## config.mk

```make
export PLATFORM = sky130hd
export DESIGN_NAME = spiword_rx
export DESIGN_NICKNAME = d
export VERILOG_FILES = /design/src/rtl/spiword_rx.sv
export SDC_FILE = /design/constraint.sdc
export NUM_CORES = 1
export LEC_CHECK = 0
export CAP_MARGIN = 20
export CORE_ASPECT_RATIO = 1.1
export CORE_MARGIN = 5
export CORE_UTILIZATION = 45
export CTS_BUF_LIST = sky130_fd_sc_hd__clkbuf_8
export CTS_CLUSTER_DIAMETER = 200
export DETAILED_ROUTE_END_ITERATION = 10
export PLACE_DENSITY_LB_ADDON = 0.12
export SYNTH_ARGS = -nofsm -noshare
export SYNTH_HDL_FRONTEND = slang
export SYNTH_SLANG_ARGS = --single-unit
```

## constraint.sdc

```tcl
create_clock -name i_clk -period 1.95 [get_ports i_clk]
set_clock_uncertainty 0.1 [all_clocks]
set_input_delay 0.4875 -clock i_clk [delete_from_list [all_inputs] [get_ports i_clk]]
set_output_delay 0.4875 -clock i_clk [all_outputs]
set_load 0.05 [all_outputs]
```

## src/rtl/spiword_rx.sv

```systemverilog
// SPI word responder: oversamples SCL/CSn/MOSI in the clk domain, assembles
// MSB-first words sampled on SCL rise and shifts a reply word out on MISO.
module spiword_rx #(
    parameter int WIDTH       = 16,
    parameter int SYNC_STAGES = 2
) (
    input  logic             i_clk,
    input  logic             i_rst,
    input  logic             i_csn,
    input  logic             i_scl,
    input  logic             i_mosi,
    output logic             o_miso,
    input  logic [WIDTH-1:0] i_tx_word,
    output logic             o_tx_ack,
    output logic [WIDTH-1:0] o_rx_data,
    output logic             o_rx_valid,
    output logic             o_frame_err,
    output logic             o_busy
);

    localparam int CW = $clog2(WIDTH) + 1;
    localparam logic [CW-1:0] LP_WIDTH = CW'(WIDTH);
    localparam logic [CW-1:0] LP_ZERO  = CW'(0);

    typedef enum logic [1:0] {
        ST_WAIT_IDLE = 2'd0,
        ST_IDLE      = 2'd1,
        ST_ACTIVE    = 2'd2
    } state_t;

    state_t                 r_state;
    state_t                 w_state_nxt;
    logic [SYNC_STAGES-1:0] r_scl_sync;
    logic [SYNC_STAGES-1:0] r_csn_sync;
    logic [SYNC_STAGES-1:0] r_mosi_sync;
    logic                   r_scl_prev;
    logic                   r_csn_prev;
    logic [CW-1:0]          r_bitcnt;
    logic                   r_rose;
    logic [WIDTH-1:0]       r_rx_sh;
    logic [WIDTH-1:0]       r_tx_sh;
    logic [WIDTH-1:0]       r_rx_data;
    logic                   r_rx_valid;
    logic                   r_tx_ack;
    logic                   r_frame_err;
    logic                   r_miso;
    logic                   r_busy;

    logic                   w_scl;
    logic                   w_csn;
    logic                   w_mosi;
    logic                   w_scl_rise;
    logic                   w_scl_fall;
    logic                   w_csn_rise;
    logic                   w_csn_fall;
    logic [CW-1:0]          w_bitcnt_inc;
    logic [WIDTH-1:0]       w_rx_shifted;
    logic [CW-1:0]          w_bitcnt_nxt;
    logic                   w_rose_nxt;
    logic [WIDTH-1:0]       w_rx_sh_nxt;
    logic [WIDTH-1:0]       w_tx_sh_nxt;
    logic [WIDTH-1:0]       w_rx_data_nxt;
    logic                   w_rx_valid_nxt;
    logic                   w_tx_ack_nxt;
    logic                   w_frame_err_nxt;
    logic                   w_miso_nxt;
    logic                   w_busy_nxt;

    assign w_scl        = r_scl_sync[SYNC_STAGES-1];
    assign w_csn        = r_csn_sync[SYNC_STAGES-1];
    assign w_mosi       = r_mosi_sync[SYNC_STAGES-1];
    assign w_scl_rise   = w_scl & ~r_scl_prev;
    assign w_scl_fall   = ~w_scl & r_scl_prev;
    assign w_csn_rise   = w_csn & ~r_csn_prev;
    assign w_csn_fall   = ~w_csn & r_csn_prev;
    assign w_bitcnt_inc = r_bitcnt + CW'(1);
    assign w_rx_shifted = {r_rx_sh[WIDTH-2:0], w_mosi};

    // Input synchronisers and one-cycle-delayed copies for edge detection
    always_ff @(posedge i_clk) begin
        if (i_rst) begin
            r_scl_sync  <= '0;
            r_csn_sync  <= '0;
            r_mosi_sync <= '0;
            r_scl_prev  <= 1'b0;
            r_csn_prev  <= 1'b0;
        end else begin
            r_scl_sync  <= {r_scl_sync[SYNC_STAGES-2:0], i_scl};
            r_csn_sync  <= {r_csn_sync[SYNC_STAGES-2:0], i_csn};
            r_mosi_sync <= {r_mosi_sync[SYNC_STAGES-2:0], i_mosi};
            r_scl_prev  <= w_scl;
            r_csn_prev  <= w_csn;
        end
    end

    // State register
    always_ff @(posedge i_clk) begin
        if (i_rst) begin
            r_state <= ST_WAIT_IDLE;
        end else begin
            r_state <= w_state_nxt;
        end
    end

    // Next-state and datapath update; a CSn rise takes priority over any SCL edge
    always_comb begin
        w_state_nxt     = r_state;
        w_bitcnt_nxt    = r_bitcnt;
        w_rose_nxt      = r_rose;
        w_rx_sh_nxt     = r_rx_sh;
        w_tx_sh_nxt     = r_tx_sh;
        w_rx_data_nxt   = r_rx_data;
        w_rx_valid_nxt  = 1'b0;
        w_tx_ack_nxt    = 1'b0;
        w_frame_err_nxt = 1'b0;
        case (r_state)
            ST_WAIT_IDLE: begin
                if (w_csn) begin
                    w_state_nxt = ST_IDLE;
                end else begin
                    w_state_nxt = ST_WAIT_IDLE;
                end
            end
            ST_IDLE: begin
                if (w_csn_fall) begin
                    w_state_nxt  = ST_ACTIVE;
                    w_tx_sh_nxt  = i_tx_word;
                    w_tx_ack_nxt = 1'b1;
                    w_bitcnt_nxt = LP_ZERO;
                    w_rose_nxt   = 1'b0;
                end else begin
                    w_state_nxt = ST_IDLE;
                end
            end
            ST_ACTIVE: begin
                if (w_csn_rise) begin
                    w_state_nxt     = ST_IDLE;
                    w_frame_err_nxt = (r_bitcnt != LP_ZERO);
                    w_bitcnt_nxt    = LP_ZERO;
                end else if (w_scl_rise) begin
                    w_rx_sh_nxt = w_rx_shifted;
                    w_rose_nxt  = 1'b1;
                    if (w_bitcnt_inc == LP_WIDTH) begin
                        w_rx_data_nxt  = w_rx_shifted;
                        w_rx_valid_nxt = 1'b1;
                        w_bitcnt_nxt   = LP_ZERO;
                    end else begin
                        w_bitcnt_nxt = w_bitcnt_inc;
                    end
                end else if (w_scl_fall && r_rose) begin
                    // A fall with bitcnt==0 is a word boundary: fetch the next reply
                    if (r_bitcnt == LP_ZERO) begin
                        w_tx_sh_nxt  = i_tx_word;
                        w_tx_ack_nxt = 1'b1;
                    end else begin
                        w_tx_sh_nxt = {r_tx_sh[WIDTH-2:0], 1'b0};
                    end
                end else begin
                    w_state_nxt = ST_ACTIVE;
                end
            end
            default: begin
                w_state_nxt = ST_WAIT_IDLE;
            end
        endcase
        w_busy_nxt = (w_state_nxt == ST_ACTIVE);
        w_miso_nxt = w_busy_nxt ? w_tx_sh_nxt[WIDTH-1] : 1'b1;
    end

    // Datapath and registered outputs
    always_ff @(posedge i_clk) begin
        if (i_rst) begin
            r_bitcnt    <= LP_ZERO;
            r_rose      <= 1'b0;
            r_rx_sh     <= '0;
            r_tx_sh     <= '0;
            r_rx_data   <= '0;
            r_rx_valid  <= 1'b0;
            r_tx_ack    <= 1'b0;
            r_frame_err <= 1'b0;
            r_miso      <= 1'b1;
            r_busy      <= 1'b0;
        end else begin
            r_bitcnt    <= w_bitcnt_nxt;
            r_rose      <= w_rose_nxt;
            r_rx_sh     <= w_rx_sh_nxt;
            r_tx_sh     <= w_tx_sh_nxt;
            r_rx_data   <= w_rx_data_nxt;
            r_rx_valid  <= w_rx_valid_nxt;
            r_tx_ack    <= w_tx_ack_nxt;
            r_frame_err <= w_frame_err_nxt;
            r_miso      <= w_miso_nxt;
            r_busy      <= w_busy_nxt;
        end
    end

    assign o_miso      = r_miso;
    assign o_tx_ack    = r_tx_ack;
    assign o_rx_data   = r_rx_data;
    assign o_rx_valid  = r_rx_valid;
    assign o_frame_err = r_frame_err;
    assign o_busy      = r_busy;

endmodule

```

==> flow_metrics.env, run 1 <==
export IMPL_status="finished clean"
export IMPL_use_met2_pct=25.5
export IMPL_crit_chain="inv_1 -> ha_1 -> buf_4 -> buf_4 -> and3_2 -> a31oi_4 -> buf_6 -> a22o_1"
export IMPL_setup_violations=0
export IMPL_htreeDepth=3
export IMPL_gp_congestion=0.788
export IMPL_diodes=0
export IMPL_finish_instance_area_um2=3630
export IMPL_core_area_um2=5840
export IMPL_required_ns=2.13
export IMPL_area_growth_pct=32.0
export IMPL_dp_cells=399
export IMPL_yosysTopAreaCellShare_pct=49.5
export IMPL_slowest_stage="dfxtp_1"
export IMPL_cts_buffers=9
export IMPL_start_util_pct=47.0
export IMPL_yosysSeqAreaShare_pct=49.5
export IMPL_yosys_top_cells_count="dfxtp_1 (68), nand2_1 (35), a21oi_1 (24)"
export IMPL_hold_viol=0
export IMPL_hold_path_class="reg -> reg"
export IMPL_cts_path_max_buffers=2
export IMPL_cp_start_kind="flip-flop"
export IMPL_met3_usage_pct=4.84
export IMPL_tns_ns=0
export IMPL_postSynth_asyncResetShare_pct=0
export IMPL_vdd_drop_max_mv=0.675
export IMPL_path_delay_family="buffers and inverters"
export IMPL_grt_pass1_wl_um=9780
export IMPL_cts_tree="yes"
export IMPL_crit_top_cell="buf_4"
export IMPL_totalWireLength_um=5690
export IMPL_path_buf_inv=4
export IMPL_clk_pin_slew_ns=0.08
export IMPL_clk_latency_ns=0.33
export IMPL_yosysUniqueCellTypes=51
export IMPL_clock_sinks=68
export IMPL_firstDrtPassIters=4
export IMPL_synth_most_common_cell="dfxtp_1"
export IMPL_grt_max_degree=17
export IMPL_dp_final_hpwl_um=3970
export IMPL_die_area_um2=7770
export IMPL_groute_layer_met1_usage_pct=18.9
export IMPL_vias_per_cell=5.32
export IMPL_stdcell_count=419
export IMPL_drtIter0Drc=79
export IMPL_power_leakage_uw=0.00132
export IMPL_cp_max_fo=9
export IMPL_grt_busiest_layer="met2"
export IMPL_ctsHoldBuffers=0
export IMPL_ys_seq_elements=68
export IMPL_rows=29
export IMPL_ys_dominant_reg_cell="dfxtp_1"
export IMPL_slew_headroom_pct=57.6
export IMPL_synth_area_leaders="dfxtp_1 (50%), a22o_1 (4.8%), nand2_1 (4.8%), o2bb2ai_1 (4.5%), a21oi_1 (4.4%)"
export IMPL_final_antenna_net_count=0
export IMPL_remaining_drc_errors=0
export IMPL_wl_per_cell_um=13.6
export IMPL_synth_warnings=0
export IMPL_syn_inst=272
export IMPL_arrival_ns=2.03
export IMPL_dp_slack_ns=-0.186
export IMPL_synth_area_leader_cell="dfxtp_1"
export IMPL_grt_overflow=0
export IMPL_grt_pass1_vias=2166
export IMPL_worst_slew_pin_slew_ns=0.636
export IMPL_synthesis_area_um2=2750
export IMPL_p_per_area_nw_per_um2=786
export IMPL_port_buffers=41
export IMPL_synthesis_nets=299
export IMPL_root_buffer="clkbuf_8"
export IMPL_rsz0062_at_grt="yes"
export IMPL_path_class="reg -> reg"
export IMPL_fin_ws_ns=0.100
export IMPL_critPathCaptureType="flip-flop"
export IMPL_vias=2229
export IMPL_critPathMaxStageDelay_ns=0.38
export IMPL_syn_area_per_cell_um2=10.1
export IMPL_die_w_um=84.5
export IMPL_finalCriticalPeriod_ns=1.85
export IMPL_max_cap_violations=0
export IMPL_synth_edff_count=0
export IMPL_maxSlewViolCount=0
export IMPL_io_pins=42
export IMPL_drive_gt1_share_pct=24.9
export IMPL_grt_antenna_before_repair=0
export IMPL_place_area_um2=3320
export IMPL_final_nets=364
export IMPL_fin_crit_sh_pct=94.9
export IMPL_max_freq_mhz=541
export IMPL_chipHeight_um=92.0
export IMPL_track_usage_pct=15.4
## per-stage QoR
stage | util (%) | total power, uW | hold WS [ns]
2_1_floorplan | - | 1490 | 0.314
3_3_place_gp | 56.8 | 1560 | 0.318
3_5_place_dp | 56.8 | 1560 | 0.322
4_1_cts | 61.1 | 2890 | 0.340
5_1_grt | 62.1 | 2970 | 0.348
6_report | 62.1 | 2850 | 0.332
## cells in the final DEF (no fill, tap or decap), types with 2 or more instances in the layout
cell	count
nand2_1	35
nand4b_1	3
o21ai_0	6
a22o_1	15
and3_1	2
nand3b_1	2
nor2b_1	10
nand2b_1	3
a22oi_2	2
nand4_1	2
dfxtp_1	67
a21oi_1	23
ha_1	6
nor4_4	2
nand3_1	3
clkbuf_8	11
a211oi_1	3
inv_1	6
o21ai_1	4
a22oi_1	12
o2bb2ai_1	14
bufinv_16	2
clkinvlp_4	2
buf_12	2
a311oi_1	2
clkdlybuf4s50_1	20
buf_4	47
nor2_1	2
a31oi_1	4
## metal layers
metal / vias up / routed length (um)
met5: - / 0
met4: 0 / 29
met1: 1039 / 2700
met2: 46 / 2690
met3: 3 / 266
li1: 1141 / -
## area by class of cell
cell class | instances | area (um2)
clock inverter | 5 | 83.8
multi-input combinational | 181 | 1300
clock buffer | 11 | 151
tap | 77 | 96.3
sequential | 68 | 1360
timing repair buffer | 70 | 604
inverter | 7 | 26.3
fill | 500 | 2220
## sequential cells by signal, summed over array words and instances, names as in the netlist, 2 cells and up
register / cells
r_state: 2
r_csn_sync: 2
r_rx_sh: 15
r_mosi_sync: 2
r_scl_sync: 2
r_tx_sh: 16
r_bitcnt: 5
o_rx_data: 16
## final timing paths
kind | from | endpoint | slack, ns | cells past startpoint
worst min-delay path | r_mosi_sync[0] | r_mosi_sync[1] | 0.33 | 1
worst max register to register | r_state[0] | o_rx_data[2] | 0.10 | 8
worst max-delay path | r_state[0] | o_rx_data[2] | 0.10 | 8
worst min register to register | r_mosi_sync[0] | r_mosi_sync[1] | 0.33 | 1
## kinds of logic after synthesis
family	count (synthesis)	share of synthesized area [%]
compound gates	96	25.4
simple gates	77	17.1
flops	68	49.5
fa+ha+maj	6	2.73
buf+inv	23	4.51
mux	2	0.774
## where the power goes
part / switching, uW / internal [uW]
logic: 61.0 / 71.3
clock network: 526 / 792
registers: 5.22 / 1400
## worst register-to-register path, stage by stage, from the launching register on
cell     delay (ns)
dfxtp_1        0.38
inv_1          0.07
ha_1           0.22
buf_4          0.16
buf_4          0.16
and3_2         0.25
a31oi_4        0.17
buf_6          0.16
a22o_1         0.13
## timing repair
action,in CTS,in global routing
buffers inserted,2,2
setup endpoints to repair,29,47
resized for setup,1,9
pin swaps,1,1
cloned,0,0
Power figures use the tool's default switching activity.
==> run 2, diff against run 1 <==
- CAP_MARGIN: 20 -> default
==> results of run 2 <==
Final layout, timing and power as in run 1 (identical DEF).
==> edit 1: new RTL, flow settings as in run 2 <==
Put one more register stage on the output `o_frame_err`, with the module's reset. The value now appears one clock later. The other outputs are not delayed to match.
--- a/src/rtl/spiword_rx.sv
+++ b/src/rtl/spiword_rx.sv
@@ -198,7 +198,13 @@
     assign o_tx_ack    = r_tx_ack;
     assign o_rx_data   = r_rx_data;
     assign o_rx_valid  = r_rx_valid;
-    assign o_frame_err = r_frame_err;
+    always_ff @(posedge i_clk) begin
+        if (i_rst) begin
+            o_frame_err <= '0;
+        end else begin
+            o_frame_err <= r_frame_err;
+        end
+    end
     assign o_busy      = r_busy;
 
 endmodule
Check against the original RTL: not equivalent (a bounded check fails within 10 cycles, from zero or initial values and one cycle with i_rst high).
==> edit 1 against run 2 <==
  * Total power shrank 4.6%
  * Setup slack worse by 0.022 ns
  * Wire length grew 11%
  * Count of clock-buffer cells in the layout down 2
  * Sequential cell count increased by 1
  * Sequential share of layout area shrank 0.74 points
  * Global-route usage is 0.99 points higher
  * Area after synthesis grew 5.1%
  * First-iteration DRC count up 29%
  * Combinational power rose by 6%
  * Final area rose by 3.6%
  * Largest cell class is now multi-input combinational cells
==> edit 1: results (changes against run 2) <==
| Metric | Value |
|---|---|
| Wire length on met3 | 295 um (+11%) |
| Family with the most delay on the worst path | adder cells |
| Met3 Usage GRT | 0.0342 (-0.0142) |
| Fillcell total | 561 (+12%) |
| Number of global-route vias before repair | 2303 (+6.3%) |
| Area occupied by multi-input gates | 0.00140 mm^2 (+7.4%) |
| Highest-delay cell along the critical path | dfxtp_2 |
| Syn nets | 318 (+6.4%) |
| Post-detail-place hpwl | 4550 um (+14%) |
| Hold Crit Class | flop to flop |
| Clock-pin slew on the worst setup and hold paths | 0.08 ns (about the same) |
| Non-Filler Instances | 439 (+4.8%) |
| Power share of the clock group | 0.426 (-0.036) |
| Fin nets | 381 (+4.7%) |
| Synth top cells by count | dfxtp_1 (69), nand2_1 (39), a21oi_1 (25), inv_1 (21), a22o_1 (15) |
| DP Worst Slack | -0.230 ns (-0.0431 ns) |
| Slowest stage delay, CP | 0.36 ns (-0.02 ns) |
| Cells after Synth | 291 (+7.0%) |
| Status | finished, final reports clean |
| Average wire per cell in the routed design | 14.4 um (+5.9%) |
| Worst vdd ir | 0.000410 V (-39%) |
| GRT Total Usage | 0.163 (+0.00994) |
| DP Area | 0.00348 mm^2 (+4.9%) |
| Sequential share of the synthesized area | 0.478 (-0.0171) |
| Top fanout value on the critical path | 6 (-3) |
| Met1 Track Usage GR | 0.192 (+0.00339) |
| Initial antenna violation count | 0 (unchanged) |
| Net switching power | 638 uW (+7.8%) |
| N_diodes | 0 (unchanged) |
| GPL Wtd Cong | 0.797 (+1.1%) |
| Placed cells | 421 (+5.5%) |
| First-pass GRT wire length | 10600 um (+8.0%) |
| Worst skew pair latency | 0.35 ns (+0.02 ns) |
| Via density | 5.37 (+0.93%) |
| Cts bufs inserted | 9 (unchanged) |
| Detail Route met2 WL | 3130 um (+16%) |
| Largest net degree at the start of global routing | 18 (+1) |
| Leak Pwr | 0.00133 uW (+1.1%) |
| DRT iter0 DRCs | 102 (+29%) |
| Root buffer cell | clkbuf_8 |
| Metal-1 WL | 2700 um (-0.22%) |
| Area contributors post-synth | dfxtp_1 (48%), o32ai_2 (5.6%), nand2_1 (5.1%), a22o_1 (4.5%), a21oi_1 (4.3%) |
| Met2 Use GR | 0.276 (+0.0209) |
| Share of layout cells above drive strength 1 | 0.276 (+0.0272) |
| Port bufs | 41 (unchanged) |
| CTS Buffer Depth | 2 (unchanged) |
| Max-Slew Margin vs Limit | 0.693 (+0.116) |
| PwrDens | 724 mW/mm^2 (-7.9%) |
## edit 1: cells by family after synthesis
group / count (synthesis) / share of synthesized area
AOI/OAI and AO/OA: 94 / 0.266
and+or+nand+nor: 81 / 0.160
buffers and inverters: 38 / 0.0585
DFF: 69 / 0.478
adders and majority gates: 7 / 0.0299
muxes: 2 / 0.00737
## edit 1: area by class of cell
class                           instances  share of cell area
Timing Repair Buffer                   67               0.157
Clock buffer                            9              0.0330
Inverter                               23              0.0230
Tap cell                               80              0.0266
Multi-Input combinational cell        184               0.372
Clock inverter                          7              0.0197
Sequential cell                        69               0.368
## edit 1: repair_timing
action                     CTS  global route
setup endpoints to repair   15            37
hold buffers                 0             0
gates resized for setup      1            13
buffers inserted             0             2
## edit 1: final timing paths
path,slack [ns],cells past startpoint,end,start
max,0.08,6,r_tx_sh[12],r_state[1]
min,0.34,1,o_frame_err,r_frame_err
max reg2reg,0.08,6,r_tx_sh[12],r_state[1]
min reg2reg,0.34,1,o_frame_err,r_frame_err
==> edit 2: new RTL, settings of run 2 <==
Without the edit above. Set the parameter `WIDTH` to 8 (it was 16).
--- a/src/rtl/spiword_rx.sv
+++ b/src/rtl/spiword_rx.sv
@@ -1,7 +1,7 @@
 // SPI word responder: oversamples SCL/CSn/MOSI in the clk domain, assembles
 // MSB-first words sampled on SCL rise and shifts a reply word out on MISO.
 module spiword_rx #(
-    parameter int WIDTH       = 16,
+    parameter int WIDTH       = 8,
     parameter int SYNC_STAGES = 2
 ) (
     input  logic             i_clk,
Interface: changed (resized i_tx_word and o_rx_data); port bits go from 42 to 26. The function was not compared with the original's and may differ.
==> edit 2 against run 2 <==
  * Final area shrank 35%
  * Sequential power shrank 35%
  * Sequential cell count shrank 25
  * Wire length shrank 38%
  * Setup slack gained 0.054 ns
  * Sequential share of layout area shrank 0.68 points
  * Total power shrank 40%
  * Fmax grew 3.0%
  * Area after synthesis shrank 33%
==> edit 2: results (changes against run 2) <==
| Metric | Value |
|---|---|
| Synthesized area per cell | 8.53 um^2 (-16%) |
| Met3 Usage GRT | 0.0392 (-0.00917) |
| Synth top cells by count | dfxtp_1 (43), nand2_1 (24), a21oi_1 (23), nor2_1 (17), inv_1 (14) |
| GRT Total Usage | 0.136 (-0.0178) |
| Sequential share of the synthesized area | 0.465 (-0.0306) |
| Critical R2R Capture | o_miso |
| Cts bufs inserted | 5 (-4) |
| Port bufs | 25 (-39%) |
| Worst skew pair latency | 0.30 ns (-0.03 ns) |
| DRT iter0 DRCs | 110 (+39%) |
| Net switching power | 375 uW (-37%) |
| Distinct cells, synth | 36 (-29%) |
| Fin nets | 271 (-26%) |
| Wire length on met3 | 188 um (-29%) |
| HP Start | r_csn_sync[0] |
| Met1 Track Usage GR | 0.182 (-0.00689) |
| # Post-CTS Setup Buffers | 0 (-2) |
| Top fanout value on the critical path | 5 (-4) |
| Max-Slew Margin vs Limit | 0.725 (+0.148) |
| Leak Pwr | 0.000853 uW (-35%) |
| Post-detail-place hpwl | 2510 um (-37%) |
| Worst r2r path cells | 6 (-2) |
| Placed cells | 296 (-26%) |
| First-pass GRT wire length | 6130 um (-37%) |
| Cts repair resizes | 0 (-1) |
| Share of layout cells above drive strength 1 | 0.167 (-0.0819) |
| WP data arrival | 1.89 ns (-0.14 ns) |
| Highest-delay cell along the critical path | dfxtp_1 |
| Detail Route met2 WL | 1570 um (-42%) |
| Comb group | 98.4 uW (-25%) |
| GPL Wtd Cong | 0.767 (-2.7%) |
| Status | finished, final reports clean |
| Metal-1 WL | 1760 um (-35%) |
| Met2 Use GR | 0.205 (-0.0496) |
| Area contributors post-synth | dfxtp_1 (46%), a21oi_1 (6.2%), nand2_1 (4.9%), ha_1 (4.7%), nor2_1 (3.4%) |
| Power share of the clock group | 0.411 (-0.051) |
| Number of global-route vias before repair | 1405 (-35%) |
| Fillcell total | 386 (-23%) |
| Largest net degree at the start of global routing | 27 (+10) |
| Via count | 1551 (-30%) |
| Hold Crit Endpoint | r_csn_sync[1] |
| Worst vdd ir | 0.000485 V (-28%) |
| Slowest stage delay, CP | 0.42 ns (+0.04 ns) |
| Syn nets | 237 (-21%) |
| R2r setup slk | 0.15 ns (+0.05 ns) |
==> edit 2: critical path, delay by kind of cell (launching register included) <==
family / cells / cell delay, ns
adder cells (fa/ha/maj): 1 / 0.23
AO/OA/AOI/OAI: 2 / 0.25
flip-flops: 1 / 0.42
AND/OR/NAND/NOR: 3 / 0.69
==> edit 2: area by class of cell <==
| class | instances | area [um^2] | share of cell area |
|---|---|---|---|
| Multi-Input combinational cell | 149 | 893 | 0.382 |
| Timing Repair Buffer | 38 | 353 | 0.151 |
| Clock buffer | 5 | 68.8 | 0.0294 |
| Sequential cell | 43 | 863 | 0.369 |
| Inverter | 14 | 52.6 | 0.0225 |
| Clock inverter | 3 | 43.8 | 0.0187 |
| Tap cell | 52 | 65.1 | 0.0278 |
==> edit 2: cells by family (layout without fill, tap and decap cells) <==
logic type,count (synthesis),after routing,synth area share
DFF,43,43,0.465
buffers and inverters,25,60,0.0554
muxes,1,1,0.00541
and+or+nand+nor,82,82,0.229
adders and majority gates,7,7,0.0473
AOI/OAI and AO/OA,59,59,0.198
==> edit 2: per-stage QoR <==
step / instance area (um^2) / utilization / setup WS [ns] / hold slack [ns] / total power (uW)
detailed placement: 2220 / 0.560 / 0.0567 / 0.327 / 1020
floorplan: 1850 / - / 0.228 / 0.314 / 974
global route: 2340 / 0.590 / 0.0151 / 0.363 / 1760
global placement: 2220 / 0.560 / 0.122 / 0.318 / 1020
CTS: 2330 / 0.588 / 0.0764 / 0.346 / 1710
finish: 2340 / 0.590 / 0.154 / 0.342 / 1700
==> edit 2: worst max-delay path by stage <==
stage,slack [ns],cells past startpoint,to
after detailed placement,0.06,4,o_miso
final,0.15,6,o_miso
after CTS,0.08,7,o_rx_data[4]
after global placement,0.12,4,o_miso
after floorplan,0.23,7,o_rx_data[0]
after global routing,0.02,6,o_miso
